[src/rtl/dror_pkg.sv]
// Shared constants and the loader state type for the DROR BRAM interface.
// The header word lives at HDR_ADDR; point data starts at DATA_BASE.
package dror_pkg;
    localparam int          N          = 16;
    localparam int          BUS_SIZE   = 32;
    localparam int          PPW        = BUS_SIZE / N;
    localparam int          MAX_POINTS = 4096;
    localparam int          HDR_ADDR   = 0;
    localparam int          DATA_BASE  = 1;
    localparam int          GO_FLAG    = 1;
    localparam logic [31:0] DONE_MAGIC = 32'h0000_0fff;

    typedef enum logic [3:0] {
        S_IDLE,
        S_RD_WAIT,
        S_CHECK,
        S_CLR_Z,
        S_STREAM,
        S_FLUSH,
        S_HDR_X,
        S_HDR_Y,
        S_DONE
    } loader_state_e;
endpackage

[src/rtl/lane_packer.sv]
// Per-axis packer: gathers LANES coordinates into one BRAM word, lane 0 in the low bits.
// word_o already contains the point being pushed, so a full word is written in the same cycle.
module lane_packer
    import dror_pkg::*;
#(
    parameter int W     = N,
    parameter int LANES = PPW
) (
    input  logic               clk_i,
    input  logic               rst_i,
    input  logic               clr_i,
    input  logic               push_i,
    input  logic [W-1:0]       din_i,
    output logic [LANES*W-1:0] word_o,
    output logic               full_o,
    output logic               pending_o
);
    localparam int LW = (LANES > 1) ? $clog2(LANES) : 1;

    logic [LANES*W-1:0] word_q;
    logic [LW-1:0]      lane_q;

    always_comb begin
        word_o = word_q;
        if (push_i) word_o[int'(lane_q)*W +: W] = din_i;
    end

    assign full_o    = push_i && (lane_q == LW'(LANES - 1));
    assign pending_o = (lane_q != '0);

    // Clearing after every full word is what zero-pads the lanes of a partial flush.
    always_ff @(posedge clk_i) begin
        if (rst_i || clr_i) begin
            word_q <= '0;
            lane_q <= '0;
        end else if (push_i) begin
            if (full_o) begin
                word_q <= '0;
                lane_q <= '0;
            end else begin
                word_q <= word_o;
                lane_q <= lane_q + 1'b1;
            end
        end
    end
endmodule

[src/rtl/point_cloud_loader.sv]
// Streams a LiDAR frame into the x/y/z coordinate BRAMs, then publishes count and go flag
// in word 0 once the filter stage has released the previous frame.
module point_cloud_loader #(
    parameter int          N          = dror_pkg::N,
    parameter int          BUS_SIZE   = dror_pkg::BUS_SIZE,
    parameter int          MAX_POINTS = dror_pkg::MAX_POINTS,
    parameter logic [31:0] DONE_MAGIC = dror_pkg::DONE_MAGIC
) (
    input  logic                    clock,
    input  logic                    reset,
    input  logic                    s_valid,
    output logic                    s_ready,
    input  logic [N-1:0]            s_x,
    input  logic [N-1:0]            s_y,
    input  logic [N-1:0]            s_z,
    input  logic                    s_last,
    output logic [31:0]             addr_x,
    output logic [31:0]             addr_y,
    output logic [31:0]             addr_z,
    output logic [BUS_SIZE-1:0]     write_in_x,
    output logic [BUS_SIZE-1:0]     write_in_y,
    output logic [BUS_SIZE-1:0]     write_in_z,
    input  logic [BUS_SIZE-1:0]     read_out_y,
    input  logic [BUS_SIZE-1:0]     read_out_z,
    output logic                    en_x,
    output logic                    en_y,
    output logic                    en_z,
    output logic [15:0]             we_x,
    output logic [15:0]             we_y,
    output logic [15:0]             we_z,
    output logic                    busy,
    output logic                    frame_done,
    output logic                    overflow,
    output logic [15:0]             frames_loaded,
    output dror_pkg::loader_state_e state_dbg
);
    import dror_pkg::*;

    localparam int          PPW_L   = BUS_SIZE / N;
    localparam int          CW      = $clog2(MAX_POINTS + 1);
    localparam logic [15:0] WE_FULL = 16'((1 << (BUS_SIZE / 8)) - 1);

    loader_state_e    state_q, state_d;
    logic [CW-1:0]    point_cnt_q;
    logic [31:0]      word_addr_q;
    logic             first_frame_q;
    logic             overflow_q;
    logic [15:0]      frames_q;

    logic             accept, push, hdr_free, wr_word;
    logic [2:0]       full_v, pend_v;
    logic [PPW_L*N-1:0] word_x, word_y, word_z;

    assign accept   = (state_q == S_STREAM) && s_valid;
    assign push     = accept && (point_cnt_q < CW'(MAX_POINTS));
    // The first frame after reset has no prior filter run to wait for.
    assign hdr_free = (read_out_y == '0) &&
                      (first_frame_q || (read_out_z == BUS_SIZE'(DONE_MAGIC)));

    lane_packer #(.W(N), .LANES(PPW_L)) u_pack_x (
        .clk_i(clock), .rst_i(reset), .clr_i(state_q == S_DONE), .push_i(push),
        .din_i(s_x), .word_o(word_x), .full_o(full_v[0]), .pending_o(pend_v[0]));
    lane_packer #(.W(N), .LANES(PPW_L)) u_pack_y (
        .clk_i(clock), .rst_i(reset), .clr_i(state_q == S_DONE), .push_i(push),
        .din_i(s_y), .word_o(word_y), .full_o(full_v[1]), .pending_o(pend_v[1]));
    lane_packer #(.W(N), .LANES(PPW_L)) u_pack_z (
        .clk_i(clock), .rst_i(reset), .clr_i(state_q == S_DONE), .push_i(push),
        .din_i(s_z), .word_o(word_z), .full_o(full_v[2]), .pending_o(pend_v[2]));

    always_ff @(posedge clock) begin
        if (reset) state_q <= S_IDLE;
        else       state_q <= state_d;
    end

    always_comb begin
        state_d = state_q;
        unique case (state_q)
            S_IDLE:    if (s_valid) state_d = S_RD_WAIT;
            S_RD_WAIT: state_d = S_CHECK;
            S_CHECK:   state_d = hdr_free ? S_CLR_Z : S_IDLE;
            S_CLR_Z:   state_d = S_STREAM;
            S_STREAM:  if (accept && s_last) state_d = S_FLUSH;
            S_FLUSH:   state_d = S_HDR_X;
            S_HDR_X:   state_d = S_HDR_Y;
            S_HDR_Y:   state_d = S_DONE;
            S_DONE:    state_d = S_IDLE;
            default:   state_d = S_IDLE;
        endcase
    end

    always_comb begin
        s_ready    = 1'b0;
        busy       = (state_q != S_IDLE);
        frame_done = 1'b0;
        wr_word    = 1'b0;
        {en_x, en_y, en_z}                   = '0;
        {we_x, we_y, we_z}                   = '0;
        {addr_x, addr_y, addr_z}             = '0;
        {write_in_x, write_in_y, write_in_z} = '0;
        unique case (state_q)
            S_IDLE: if (s_valid) begin
                en_y   = 1'b1;
                en_z   = 1'b1;
                addr_y = 32'(HDR_ADDR);
                addr_z = 32'(HDR_ADDR);
            end
            S_CLR_Z: begin
                en_z   = 1'b1;
                we_z   = WE_FULL;
                addr_z = 32'(HDR_ADDR);
            end
            S_STREAM: begin
                s_ready = 1'b1;
                wr_word = |full_v;
            end
            S_FLUSH: wr_word = |pend_v;
            S_HDR_X: begin
                en_x       = 1'b1;
                we_x       = WE_FULL;
                addr_x     = 32'(HDR_ADDR);
                write_in_x = BUS_SIZE'(point_cnt_q);
            end
            S_HDR_Y: begin
                en_y       = 1'b1;
                we_y       = WE_FULL;
                addr_y     = 32'(HDR_ADDR);
                write_in_y = BUS_SIZE'(GO_FLAG);
            end
            S_DONE:  frame_done = 1'b1;
            default: ;
        endcase
        if (wr_word) begin
            {en_x, en_y, en_z}       = 3'b111;
            {we_x, we_y, we_z}       = {WE_FULL, WE_FULL, WE_FULL};
            {addr_x, addr_y, addr_z} = {word_addr_q, word_addr_q, word_addr_q};
            write_in_x = BUS_SIZE'(word_x);
            write_in_y = BUS_SIZE'(word_y);
            write_in_z = BUS_SIZE'(word_z);
        end
    end

    always_ff @(posedge clock) begin
        if (reset) begin
            point_cnt_q   <= '0;
            word_addr_q   <= 32'(DATA_BASE);
            first_frame_q <= 1'b1;
            overflow_q    <= 1'b0;
            frames_q      <= '0;
        end else begin
            if (state_q == S_CLR_Z) first_frame_q <= 1'b0;
            if (push) point_cnt_q <= point_cnt_q + 1'b1;
            if (push && (|full_v)) word_addr_q <= word_addr_q + 32'd1;
            if (accept && !push) overflow_q <= 1'b1;
            if (state_q == S_DONE) begin
                frames_q    <= frames_q + 16'd1;
                point_cnt_q <= '0;
                word_addr_q <= 32'(DATA_BASE);
            end
        end
    end

    assign overflow      = overflow_q;
    assign frames_loaded = frames_q;
    assign state_dbg     = state_q;
endmodule

[config.mk]
export PLATFORM = sky130hd
export DESIGN_NAME = point_cloud_loader
export DESIGN_NICKNAME = d
export VERILOG_FILES = /design/src/rtl/dror_pkg.sv /design/src/rtl/lane_packer.sv /design/src/rtl/point_cloud_loader.sv
export SDC_FILE = /design/constraint.sdc
export NUM_CORES = 1
export LEC_CHECK = 0
export ABC_CLOCK_PERIOD_IN_PS = 3300
export CAP_MARGIN = 20
export CORE_MARGIN = 2
export CORE_UTILIZATION = 40
export DETAILED_ROUTE_END_ITERATION = 10
export MAX_ROUTING_LAYER = met4
export PLACE_DENSITY = 0.86
export SETUP_SLACK_MARGIN = 0.1
export SLEW_MARGIN = 10
export SYNTH_ARGS = -nofsm -noshare
export SYNTH_HDL_FRONTEND = slang
export SYNTH_HIERARCHICAL = 1
export SYNTH_SLANG_ARGS = --single-unit
[constraint.sdc]
create_clock -name clock -period 3.3 [get_ports clock]
set_input_delay 0.495 -clock clock [delete_from_list [all_inputs] [get_ports clock]]
set_output_delay 0.495 -clock clock [all_outputs]
set_load 0.1 [all_outputs]
# After elaboration in Yosys (flattened, before gate mapping)
# Cells that the tools add are included.
[classes] addsub=9 order_cmp=1 n_eq_ne=11 n_shift=6 mux=38 n_reduce_logical=19
[op_table] cell="32-bit two-way mux" count=10
[op_table] cell="5-bit negator with 33-bit output" count=3
[op_table] cell="16-bit by 33-bit variable shift with 32-bit output, first input constant" count=3
[op_table] cell="16-bit by 33-bit variable part select with 32-bit output" count=3
[op_table] cell="32-bit bitwise mux" count=3
[op_table] cell="16-bit two-way mux" count=3
[op_table] cell="32-bit by 1-bit adder with 32-bit output, second input constant" count=1
[op_table] cell="32-bit by 12-bit equality test with 1-bit output, second input constant" count=1
[op_table] cell="32-bit zero test" count=1
[op_table] cell="4-bit one-hot mux with 8 select lines" count=1
[op_table] cell="4-bit two-way mux" count=5
[op_table] cell="16-bit by 1-bit adder with 16-bit output, second input constant" count=1
[op_table] cell="4-bit by 3-bit equality test with 1-bit output, second input constant" count=4
[op_table] cell="13-bit by 1-bit adder with 13-bit output, second input constant" count=1
[op_table] cell="13-bit < comparator, second input constant" count=1
[op_table] cell="13-bit two-way mux" count=1
[op_table] cell="1-bit two-way mux" count=11
[op_table] cell="1-bit logical AND" count=9
[op_table] cell="4-bit by 2-bit equality test with 1-bit output, second input constant" count=2
[op_table] cell="1-bit one-hot mux with 2 select lines" count=3
[op_table] cell="3-bit OR reduction" count=2
[op_table] cell="4-bit by 1-bit equality test with 1-bit output, second input constant" count=1
[op_table] cell="4-bit equality test, second input constant" count=1
[op_table] cell="4-bit zero test" count=1
[op_table] cell="9 further kinds" count=12
[word_totals] ff_bits=166 input_bits=116 wordCells=96

# Logic depth before layout (Yosys ltp)
# Gate-level depths: netlist of run 1.
[logic_depth] depth_word=7 mapped_depth=15 mapped_depth_nobuf=8

# Cells and area by module
# The synthesis of run 1 kept the hierarchy.
[by_module_without_submodules] mod="point_cloud_loader" n_inst=1 cells_each=677 area_per_inst_um2=5154.9 seq_area_each_um2=1341.3
[by_module_without_submodules] mod="lane_packer" n_inst=3 cells_each=164 area_per_inst_um2=1527.7 seq_area_each_um2=660.6

# Least setup slack after synthesis of run 1
# Ideal clock, no wire load.
[synth_timing] path_type="register to output" start="register state_q[3] (netlist: state_dbg[3])" end="output port we_z[1]" arrival_time_ns=4.859 required_time_ns=2.805 path_slack_ns=-2.054 stages_incl_launch_ff=14 n_path_buf=6 path_cell_list="dfxtp_1 -> buf_6 -> or4b_4 -> buf_6 -> nor2_1 -> buf_2 -> nand2_2 -> clkbuf_1 -> inv_1 -> or3_1 -> clkbuf_1 -> o2111ai_1 -> o21ai_0 -> buf_4"
[synth_between] elab_chain_len=7 elab_cells_between_ends=12 cone_classes="eq/ne: 3; mux: 3; reduce/logical: 6"
[synth_rtl] element="start: declaration" line="point_cloud_loader.sv:43" text="loader_state_e state_q, state_d;"
[synth_rtl] element="start signal: assignment" line="point_cloud_loader.sv:72" text="else state_q <= state_d;"
[synth_rtl] element="4-bit by 3-bit equality test with 1-bit output" line="point_cloud_loader.sv:54" text="assign accept = (state_q == S_STREAM) && s_valid;"
[synth_rtl] element="1-bit logical AND" line="point_cloud_loader.sv:54"
[synth_rtl] element="1-bit logical AND" line="point_cloud_loader.sv:55" text="assign push = accept && (point_cnt_q < CW'(MAX_POINTS));"
[synth_rtl] element="via push" line="point_cloud_loader.sv:50" text="logic accept, push, hdr_free, wr_word;"
[synth_rtl] element="1-bit logical AND" line="lane_packer.sv:28" text="assign full_o = push_i && (lane_q == LW'(LANES - 1));"
[synth_rtl] element="via full_v[1]" line="point_cloud_loader.sv:51" text="logic [2:0] full_v, pend_v;"
[synth_rtl] element="3-bit OR reduction" line="point_cloud_loader.sv:114" text="wr_word = |full_v;"
[synth_rtl] element="1-bit one-hot mux with 2 select lines" line="point_cloud_loader.sv:100" text="unique case (state_q)"
[synth_rtl] element="16-bit two-way mux" line="point_cloud_loader.sv:132" text="if (wr_word) begin"
[synth_rtl] element="end: declaration" line="point_cloud_loader.sv:30" text="output logic [15:0] we_z,"
# The timed path passes the listed nets, and every way through them passes these cells.

# Worst setup path after layout of run 1
[layout_timing] start="register state_q[0] (netlist: state_dbg[0])" end="output port addr_y[29]"
[layout_between] elab_chain_len=7 elab_cells_between_ends=10 cone_classes="eq/ne: 2; mux: 2; reduce/logical: 6"
[layout_rtl] element="4-bit by 3-bit equality test with 1-bit output" line="point_cloud_loader.sv:54"
[layout_rtl] element="1-bit logical AND" line="point_cloud_loader.sv:54"
[layout_rtl] element="1-bit logical AND" line="point_cloud_loader.sv:55"
[layout_rtl] element="via push" line="point_cloud_loader.sv:50"
[layout_rtl] element="1-bit logical AND" line="lane_packer.sv:28"
[layout_rtl] element="via full_v[2]" line="point_cloud_loader.sv:51"
[layout_rtl] element="3-bit OR reduction" line="point_cloud_loader.sv:114"
[layout_rtl] element="1-bit one-hot mux with 2 select lines" line="point_cloud_loader.sv:100"
[layout_rtl] element="32-bit two-way mux"
[layout_rtl] element="end: declaration" line="point_cloud_loader.sv:18" text="output logic [31:0] addr_y,"
# The timed path passes the listed nets, and every way through them passes these cells.

==> metrics.txt, run 1 <==
# TYPE chip_impl_metric gauge
chip_impl_info{name="status",value="finished with violations"} 1
chip_impl_info{name="violations_in_the_final_reports",value="setup timing"} 1
chip_impl_metric{name="cts_hold_buffers",unit=""} 0
chip_impl_metric{name="firstDrtPassIters",unit=""} 5
chip_impl_metric{name="path_clk_slew",unit="ns"} 0.07
chip_impl_metric{name="placedCellCount",unit=""} 1729
chip_impl_metric{name="p_total",unit="mW"} 4.537
chip_impl_metric{name="finalHoldViolCount",unit=""} 0
chip_impl_metric{name="synth_area",unit="sq um"} 9738
chip_impl_metric{name="final_cells",unit=""} 1791
chip_impl_metric{name="worst_clock_skew",unit="ns"} 0.007364
chip_impl_metric{name="final.min_clock_period",unit="ns"} 3.307
chip_impl_metric{name="drt_wl_total",unit="um"} 33760
chip_impl_info{name="ys.flop_type",value="dfxtp_1"} 1
chip_impl_metric{name="multi_input_comb_area",unit="sq um"} 5685
chip_impl_info{name="slowest_stage",value="or4b_4"} 1
chip_impl_info{name="cp_cell_sequence",value="or4b_4 > nor2_4 > buf_4 > nand2_4 > inv_2 > or3_4 > o2111a_2 > buf_12 > buf_12 > and2_4 > buf_12"} 1
chip_impl_metric{name="regArea",unit="sq um"} 3339
chip_impl_metric{name="register_area_share_after_synthesis",unit="%"} 34.13
chip_impl_metric{name="cp_num_buf_inv",unit=""} 5
chip_impl_metric{name="timing.max_cap.violations",unit=""} 0
chip_impl_metric{name="synth.ff_latch_count",unit=""} 166
chip_impl_info{name="crit_path_end_kind",value="output port"} 1
chip_impl_metric{name="drt_drc_violations_left",unit=""} 0
chip_impl_info{name="timing.critical_path.mode_cell",value="buf_12"} 1
chip_impl_metric{name="gp_congestion",unit=""} 0.9074
chip_impl_metric{name="cts.sink_count",unit=""} 166
chip_impl_metric{name="boundaryPins",unit=""} 383
chip_impl_metric{name="synth-warning-count",unit=""} 6
chip_impl_metric{name="final_cell_area",unit="sq um"} 16590
chip_impl_metric{name="fillcell_total",unit=""} 1704
chip_impl_metric{name="worst_path_largest_cell_delay",unit="ns"} 0.56
chip_impl_info{name="startpoint_type",value="flip-flop"} 1
chip_impl_metric{name="worstPathArrival",unit="ns"} 2.81
chip_impl_metric{name="syn_area_per_cell",unit="sq um"} 8.330
chip_impl_metric{name="layout_worst_path_cycle_share",unit="%"} 100.2
chip_impl_metric{name="post-place-ws",unit="ns"} -0.01378
chip_impl_metric{name="worstMarginPinSlew",unit="ns"} 1.134
chip_impl_metric{name="die_height",unit="um"} 160.0
chip_impl_metric{name="grt.total_usage",unit="%"} 26.06
chip_impl_metric{name="grt-ovfl-total",unit=""} 0
chip_impl_metric{name="worst_hold_slack",unit="ns"} 0.4721
chip_impl_metric{name="fmax",unit="MHz"} 302.4
chip_impl_metric{name="synth_cells",unit=""} 1169
chip_impl_metric{name="grt_max_degree",unit=""} 40
chip_impl_metric{name="slew_headroom",unit="%"} 24.12
chip_impl_info{name="clock-root-buffer",value="clkbuf_16"} 1
chip_impl_metric{name="route.antenna.remaining_nets",unit=""} 0
chip_impl_metric{name="number_of_global_route_vias_before_repair",unit=""} 9577
chip_impl_metric{name="cts_buffers",unit=""} 17
chip_impl_metric{name="synth_enable_flop_cells",unit=""} 0
chip_impl_metric{name="synth_cell_types",unit=""} 50
chip_impl_metric{name="power-per-cell-area",unit="nW/um^2"} 273.4
chip_impl_metric{name="placed_area",unit="sq um"} 15500
chip_impl_metric{name="std_cell_rows",unit=""} 57
chip_impl_info{name="tritoncts",value="built"} 1
chip_impl_metric{name="initial_core_util",unit="%"} 40.40
chip_impl_metric{name="grt_antenna_before_repair",unit=""} 0
chip_impl_info{name="worst-setup-path-type",value="flip-flop to output port"} 1
chip_impl_info{name="class_of_the_tightest_hold_or_removal_check",value="flip-flop to flip-flop"} 1
chip_impl_metric{name="final_nets",unit=""} 1572
chip_impl_metric{name="timing.critical_path.required",unit="ns"} 2.80
chip_impl_metric{name="detail_route.wl_per_cell",unit="um"} 18.85
chip_impl_metric{name="drive_above_1_share",unit="%"} 36.56
chip_impl_metric{name="postSynth.asyncResetShare",unit="%"} 0
chip_impl_metric{name="drt_iter0_drc",unit=""} 702
chip_impl_metric{name="via_count",unit=""} 9550
chip_impl_metric{name="dieArea",unit="sq um"} 25610
chip_impl_metric{name="h-tree-depth",unit=""} 4
chip_impl_metric{name="critPathMaxFanout",unit=""} 13
chip_impl_metric{name="cts_max_path_buffers",unit=""} 2
chip_impl_metric{name="final-setup-viol-count",unit=""} 15
chip_impl_metric{name="placeableCoreArea",unit="sq um"} 24110
chip_impl_metric{name="syn_to_final_growth",unit="%"} 70.41
chip_impl_metric{name="slew_violations",unit=""} 0
chip_impl_metric{name="worstSkewPairLatency",unit="ns"} 0.43
chip_impl_info{name="rsz0062_at_grt",value="true"} 1
chip_impl_metric{name="utilization",unit="%"} 68.84
chip_impl_metric{name="dieWidth",unit="um"} 160.0
chip_impl_metric{name="hpwl",unit="um"} 24770
chip_impl_metric{name="wire_length_of_the_first_global_routing_pass",unit="um"} 51920
chip_impl_metric{name="setup_total_negative_slack",unit="ns"} -0.04400
chip_impl_metric{name="vdd_ir_drop_max",unit="V"} 0.0002908
chip_impl_metric{name="cellLeakagePower",unit="nW"} 6.585
chip_impl_metric{name="io_buffers",unit=""} 346
chip_impl_info{name="timing.critical_path.max_delay_family",value="simple AND/OR/NAND/NOR gates"} 1
chip_impl_metric{name="fin_ws",unit="ns"} -0.006547
chip_impl_metric{name="via_per_inst",unit=""} 5.332
[worst reg2reg max path: cells and delay by family (launching register included)]
kind | cells | cell delay (ns)
compound gates | 1 | 0.15
buf+inv | 3 | 0.29
flops | 1 | 0.34
simple gates | 6 | 1.96
[area by class of cell]
| cell class | count | share of cell area (%) |
|---|---|---|
| sequential | 166 | 20.12 |
| antenna | 1 | 0.01508 |
| multi-input combinational | 787 | 34.26 |
| clock inverter | 12 | 0.6786 |
| timing repair buffer | 416 | 38.11 |
| clock buffer | 20 | 2.880 |
| inverter | 65 | 1.485 |
| tap | 324 | 2.443 |
[synthesized netlist by cell type (6+ instances only)]
master    instances  share of area (%)
and2_1          109                7.0
or3_1            19                1.2
dfxtp_1         166                 34
or4_1            28                2.2
xor2_1            8               0.72
inv_1            64                2.5
buf_6             6               0.69
and4_1            6               0.54
buf_1             6               0.23
xnor2_1          13                1.2
and3_1           52                3.3
nand4_1          21                1.3
mux2_4           39                6.0
nor2_1           36                1.4
nor4_1           19                1.2
a21oi_1          88                4.5
buf_2             9               0.46
nand3_1          20                1.0
nor3_1            6               0.31
nand2_1          34                1.3
a22o_1           13                1.2
buf_4           110                8.5
clkbuf_1         54                2.1
nand3b_1         48                3.7
or2_2             6               0.39
nand2b_1         51                3.3
o31ai_1          25                1.9
mux2_2            9                1.0
o21ai_0          68                3.5
[worst paths after layout]
| path | from | endpoint | slack [ns] | cells past startpoint |
|---|---|---|---|---|
| max | state_dbg[0] | addr_y[29] | -0.007 | 11 |
| max reg2reg | state_dbg[0] | word_addr_q[14] | 0.50 | 10 |
| min | u_pack_y/word_q[10] | u_pack_y/word_q[10] | 0.47 | 2 |
| min reg2reg | u_pack_y/word_q[10] | u_pack_y/word_q[10] | 0.47 | 2 |
[layer usage]
layer | vias to the layer above | wire [um] | track usage (%)
met4 | 0 | 916 | 9.214
met5 | - | 0 | -
met1 | 4595 | 13570 | 30.56
met3 | 64 | 2357 | 5.896
met2 | 422 | 16920 | 43.92
li1 | 4469 | - | -
[sequential cells by signal, summed over array words and instances, names as in the netlist]
register,flops
u_pack_z/pending_o,1
u_pack_x/pending_o,1
state_dbg,4
u_pack_z/word_q,32
u_pack_x/word_q,32
frames_loaded,16
word_addr_q,32
first_frame_q,1
point_cnt_q,13
overflow,1
u_pack_y/word_q,32
u_pack_y/pending_o,1
[cell families (layout without fill, tap and decap cells)]
kind of cell / Yosys count / after routing / synth area share, %
AND/OR/NAND/NOR: 474 / 474 / 29.85
buffers and inverters: 251 / 513 / 14.51
AO/OA/AOI/OAI: 200 / 200 / 11.64
flip-flops: 166 / 166 / 34.13
multiplexers: 53 / 53 / 7.568
XOR/XNOR: 21 / 21 / 1.889
adder cells (fa/ha/maj): 3 / 3 / 0.3855
other: 1 / 37 / 0.03851
[repair_timing]
item	in CTS	in global routing
cloned	5	2
gates resized for setup	29	19
setup buffers	13	9
pin swaps	9	11
endpoints found under the setup margin	197	205
[cells in the final DEF (no fill, tap or decap), types with 25 or more instances in the layout]
cell type	instances
buf_12	217
dfxtp_1	161
clkdlybuf4s50_1	121
and2_4	108
a21oi_1	88
inv_1	61
o21ai_0	61
buf_4	61
and3_1	52
nand2b_1	50
nand3b_1	48
mux2_4	39
conb_1	36
nand2_1	31
nor2_1	29
or4_1	28
o31ai_1	25
[report_power, final]
| part | internal, mW | switching, mW |
|---|---|---|
| sequential | 2.01 | 0.00313 |
| combinational | 0.175 | 0.352 |
| clock | 1.13 | 0.868 |
| total | 3.31 | 1.22 |
Power figures use the tool's default switching activity.
==> run 2: changes to the inputs <==
CAP_MARGIN = default   (was 20)
HOLD_SLACK_MARGIN = 0.02   (was default)
==> results of run 2 <==
The final DEF is identical to that of run 1; final timing and power are the same.
==> run 3: changes to the inputs <==
CELL_PAD_IN_SITES_DETAIL_PLACEMENT = 0   (was default)
CELL_PAD_IN_SITES_GLOBAL_PLACEMENT = 1   (was default)
CORE_ASPECT_RATIO = 1.25   (was default)
CORE_UTILIZATION = 42   (was 40)
DONT_BUFFER_PORTS = 1   (was default)
==> run 3 against run 2 <==
Against the previous run: the run still ends with setup timing left; register-to-register slack worse by 0.05 ns; via count down 14%; final cell count down 17%; sequential power about the same.
==> metrics.txt, run 3 (synthesis results as in run 1) <==
# TYPE chip_impl_metric gauge
chip_impl_metric{name="drt_drc_violations_left",unit=""} 0
chip_impl_metric{name="fillcell_total",unit=""} 1962
chip_impl_metric{name="number_of_global_route_vias_before_repair",unit=""} 7635
chip_impl_metric{name="worstPathArrival",unit="ns"} 2.85
chip_impl_info{name="status",value="finished with violations"} 1
chip_impl_metric{name="die_height",unit="um"} 174.2
chip_impl_metric{name="drt_iter0_drc",unit=""} 358
chip_impl_metric{name="initial_core_util",unit="%"} 42.55
chip_impl_metric{name="slew_headroom",unit="%"} 30.67
chip_impl_info{name="commonest_non_fill_non_tap_cell_in_the_layout",value="dfxtp_1"} 1
chip_impl_metric{name="wire_length_of_the_first_global_routing_pass",unit="um"} 41800
chip_impl_metric{name="layout_worst_path_cycle_share",unit="%"} 101.3
chip_impl_info{name="tritoncts",value="built"} 1
chip_impl_metric{name="boundaryPins",unit=""} 383
chip_impl_metric{name="final.min_clock_period",unit="ns"} 3.341
chip_impl_metric{name="critPathMaxFanout",unit=""} 7
chip_impl_metric{name="final_nets",unit=""} 1313
chip_impl_metric{name="slew_violations",unit=""} 0
chip_impl_metric{name="power-per-cell-area",unit="nW/um^2"} 344.6
chip_impl_metric{name="cts_buffers",unit=""} 17
chip_impl_info{name="startpoint_type",value="flip-flop"} 1
chip_impl_info{name="violations_in_the_final_reports",value="setup timing"} 1
chip_impl_metric{name="timing.max_cap.violations",unit=""} 0
chip_impl_metric{name="setup_total_negative_slack",unit="ns"} -1.395
chip_impl_metric{name="syn_to_final_growth",unit="%"} 32.07
chip_impl_metric{name="drive_above_1_share",unit="%"} 33.06
chip_impl_metric{name="final_cell_area",unit="sq um"} 12860
chip_impl_metric{name="fin_ws",unit="ns"} -0.04138
chip_impl_metric{name="grt.total_usage",unit="%"} 22.25
chip_impl_metric{name="vdd_ir_drop_max",unit="V"} 0.0003613
chip_impl_metric{name="via_count",unit=""} 8232
chip_impl_metric{name="io_buffers",unit=""} 0
chip_impl_info{name="cp_cell_sequence",value="or4b_4 > nor2_4 > nand2_4 > inv_2 > or3_4 > o2111a_2 > buf_6 > buf_12 > bufbuf_16 > a22o_4"} 1
chip_impl_metric{name="antenna_cells_inserted",unit=""} 0
chip_impl_metric{name="placedCellCount",unit=""} 1420
chip_impl_metric{name="placeableCoreArea",unit="sq um"} 22880
chip_impl_info{name="worst-setup-path-type",value="flip-flop to output port"} 1
chip_impl_metric{name="path_clk_slew",unit="ns"} 0.07
chip_impl_metric{name="cts_max_path_buffers",unit=""} 2
chip_impl_metric{name="worstSkewPairLatency",unit="ns"} 0.43
chip_impl_metric{name="fmax",unit="MHz"} 299.3
chip_impl_info{name="class_of_the_tightest_hold_or_removal_check",value="primary input to flip-flop"} 1
chip_impl_metric{name="grt_max_degree",unit=""} 36
chip_impl_metric{name="detail_route.wl_per_cell",unit="um"} 19.21
chip_impl_metric{name="std_cell_rows",unit=""} 62
chip_impl_metric{name="hpwl",unit="um"} 19240
chip_impl_info{name="crit_path_end_kind",value="output port"} 1
chip_impl_metric{name="final-setup-viol-count",unit=""} 85
chip_impl_metric{name="worst_clock_skew",unit="ns"} 0.01684
chip_impl_metric{name="p_total",unit="mW"} 4.432
chip_impl_metric{name="cellLeakagePower",unit="nW"} 5.081
chip_impl_info{name="rsz0062_at_grt",value="true"} 1
chip_impl_metric{name="drt_wl_total",unit="um"} 28720
chip_impl_metric{name="firstDrtPassIters",unit=""} 5
chip_impl_metric{name="utilization",unit="%"} 56.20
chip_impl_metric{name="placed_area",unit="sq um"} 11230
chip_impl_metric{name="cts_hold_buffers",unit=""} 0
chip_impl_info{name="commonest_non_fill_non_tap_cells_in_the_layout",value="162 x dfxtp_1, 108 x and2_4, 88 x a21oi_1"} 1
chip_impl_metric{name="gp_congestion",unit=""} 0.8395
chip_impl_info{name="slowest_stage",value="or4b_4"} 1
chip_impl_metric{name="dieArea",unit="sq um"} 24430
chip_impl_metric{name="final_cells",unit=""} 1495
chip_impl_metric{name="cts.sink_count",unit=""} 166
chip_impl_info{name="clock-root-buffer",value="clkbuf_16"} 1
chip_impl_metric{name="worst_path_largest_cell_delay",unit="ns"} 0.55
chip_impl_metric{name="finalHoldViolCount",unit=""} 0
chip_impl_metric{name="route.antenna.remaining_nets",unit=""} 0
chip_impl_metric{name="via_per_inst",unit=""} 5.506
chip_impl_metric{name="grt_antenna_before_repair",unit=""} 0
chip_impl_metric{name="dieWidth",unit="um"} 140.2
chip_impl_metric{name="worstMarginPinSlew",unit="ns"} 1.038
chip_impl_metric{name="h-tree-depth",unit=""} 4
chip_impl_metric{name="grt-ovfl-total",unit=""} 0
chip_impl_metric{name="timing.critical_path.required",unit="ns"} 2.80
-- run 3: report_power, final --
part / switching, mW / internal, mW / leakage (nW)
clock network: 0.962 / 1.10 / 0.292
registers: 0.00344 / 2.00 / 1.34
logic: 0.304 / 0.0565 / 3.45
total: 1.27 / 3.16 / 5.08
-- run 3: layer usage --
metal / global-route usage (%) / up-vias / part of all wire [%] / routed length [um]
li1: - / 3939 / - / -
met1: 25.66 / 3962 / 40 / 11380
met2: 38.30 / 285 / 53 / 15110
met3: 4.573 / 46 / 5.5 / 1567
met4: 7.786 / 0 / 2.3 / 665
met5: - / - / 0 / 0
-- run 3: final timing paths --
check / startpoint / end / slack, ns / depth (start not counted)
setup reg to reg: state_dbg[1] / word_addr_q[21] / 0.45 / 11
hold reg to reg: u_pack_x/word_q[7] / u_pack_x/word_q[7] / 0.47 / 2
setup / recovery: state_dbg[1] / write_in_x[9] / -0.04 / 10
hold / removal: reset / frames_loaded[12] / 0.13 / 1
-- run 3: cell type report --
type	instances	area, sq um	share of cell area [%]
Tap cell	288	360.3	2.802
Clock inverter	14	167.7	1.304
Inverter	65	244.0	1.897
Sequential cell	166	3338	25.96
Multi-Input combinational cell	787	5717	44.45
Timing Repair Buffer	157	2595	20.18
Clock buffer	18	439.2	3.415
-- run 3: timing repair --
| action | in CTS | in global routing |
|---|---|---|
| pin swaps | 56 | 45 |
| cloned | 4 | 10 |
| gates resized for setup | 46 | 39 |
| buffers inserted | 13 | 18 |
| endpoints found under the setup margin | 207 | 207 |
-- run 3: stage by stage --
step | hold WS (ns) | worst slack (ns)
after floorplan | 0.4437 | -0.4889
after global placement | 0.4560 | 0.2433
after detailed placement | 0.4601 | 0.1923
after CTS | 0.1137 | -0.06108
after global routing | 0.1118 | -0.1369
final | 0.1262 | -0.04138
-- run 3: worst max-delay path: cells and delay by family (launching register included) --
family | cells | cell delay, ns
and+or+nand+nor | 4 | 0.95
AOI/OAI and AO/OA | 2 | 0.57
buffers and inverters | 4 | 0.55
DFF | 1 | 0.34
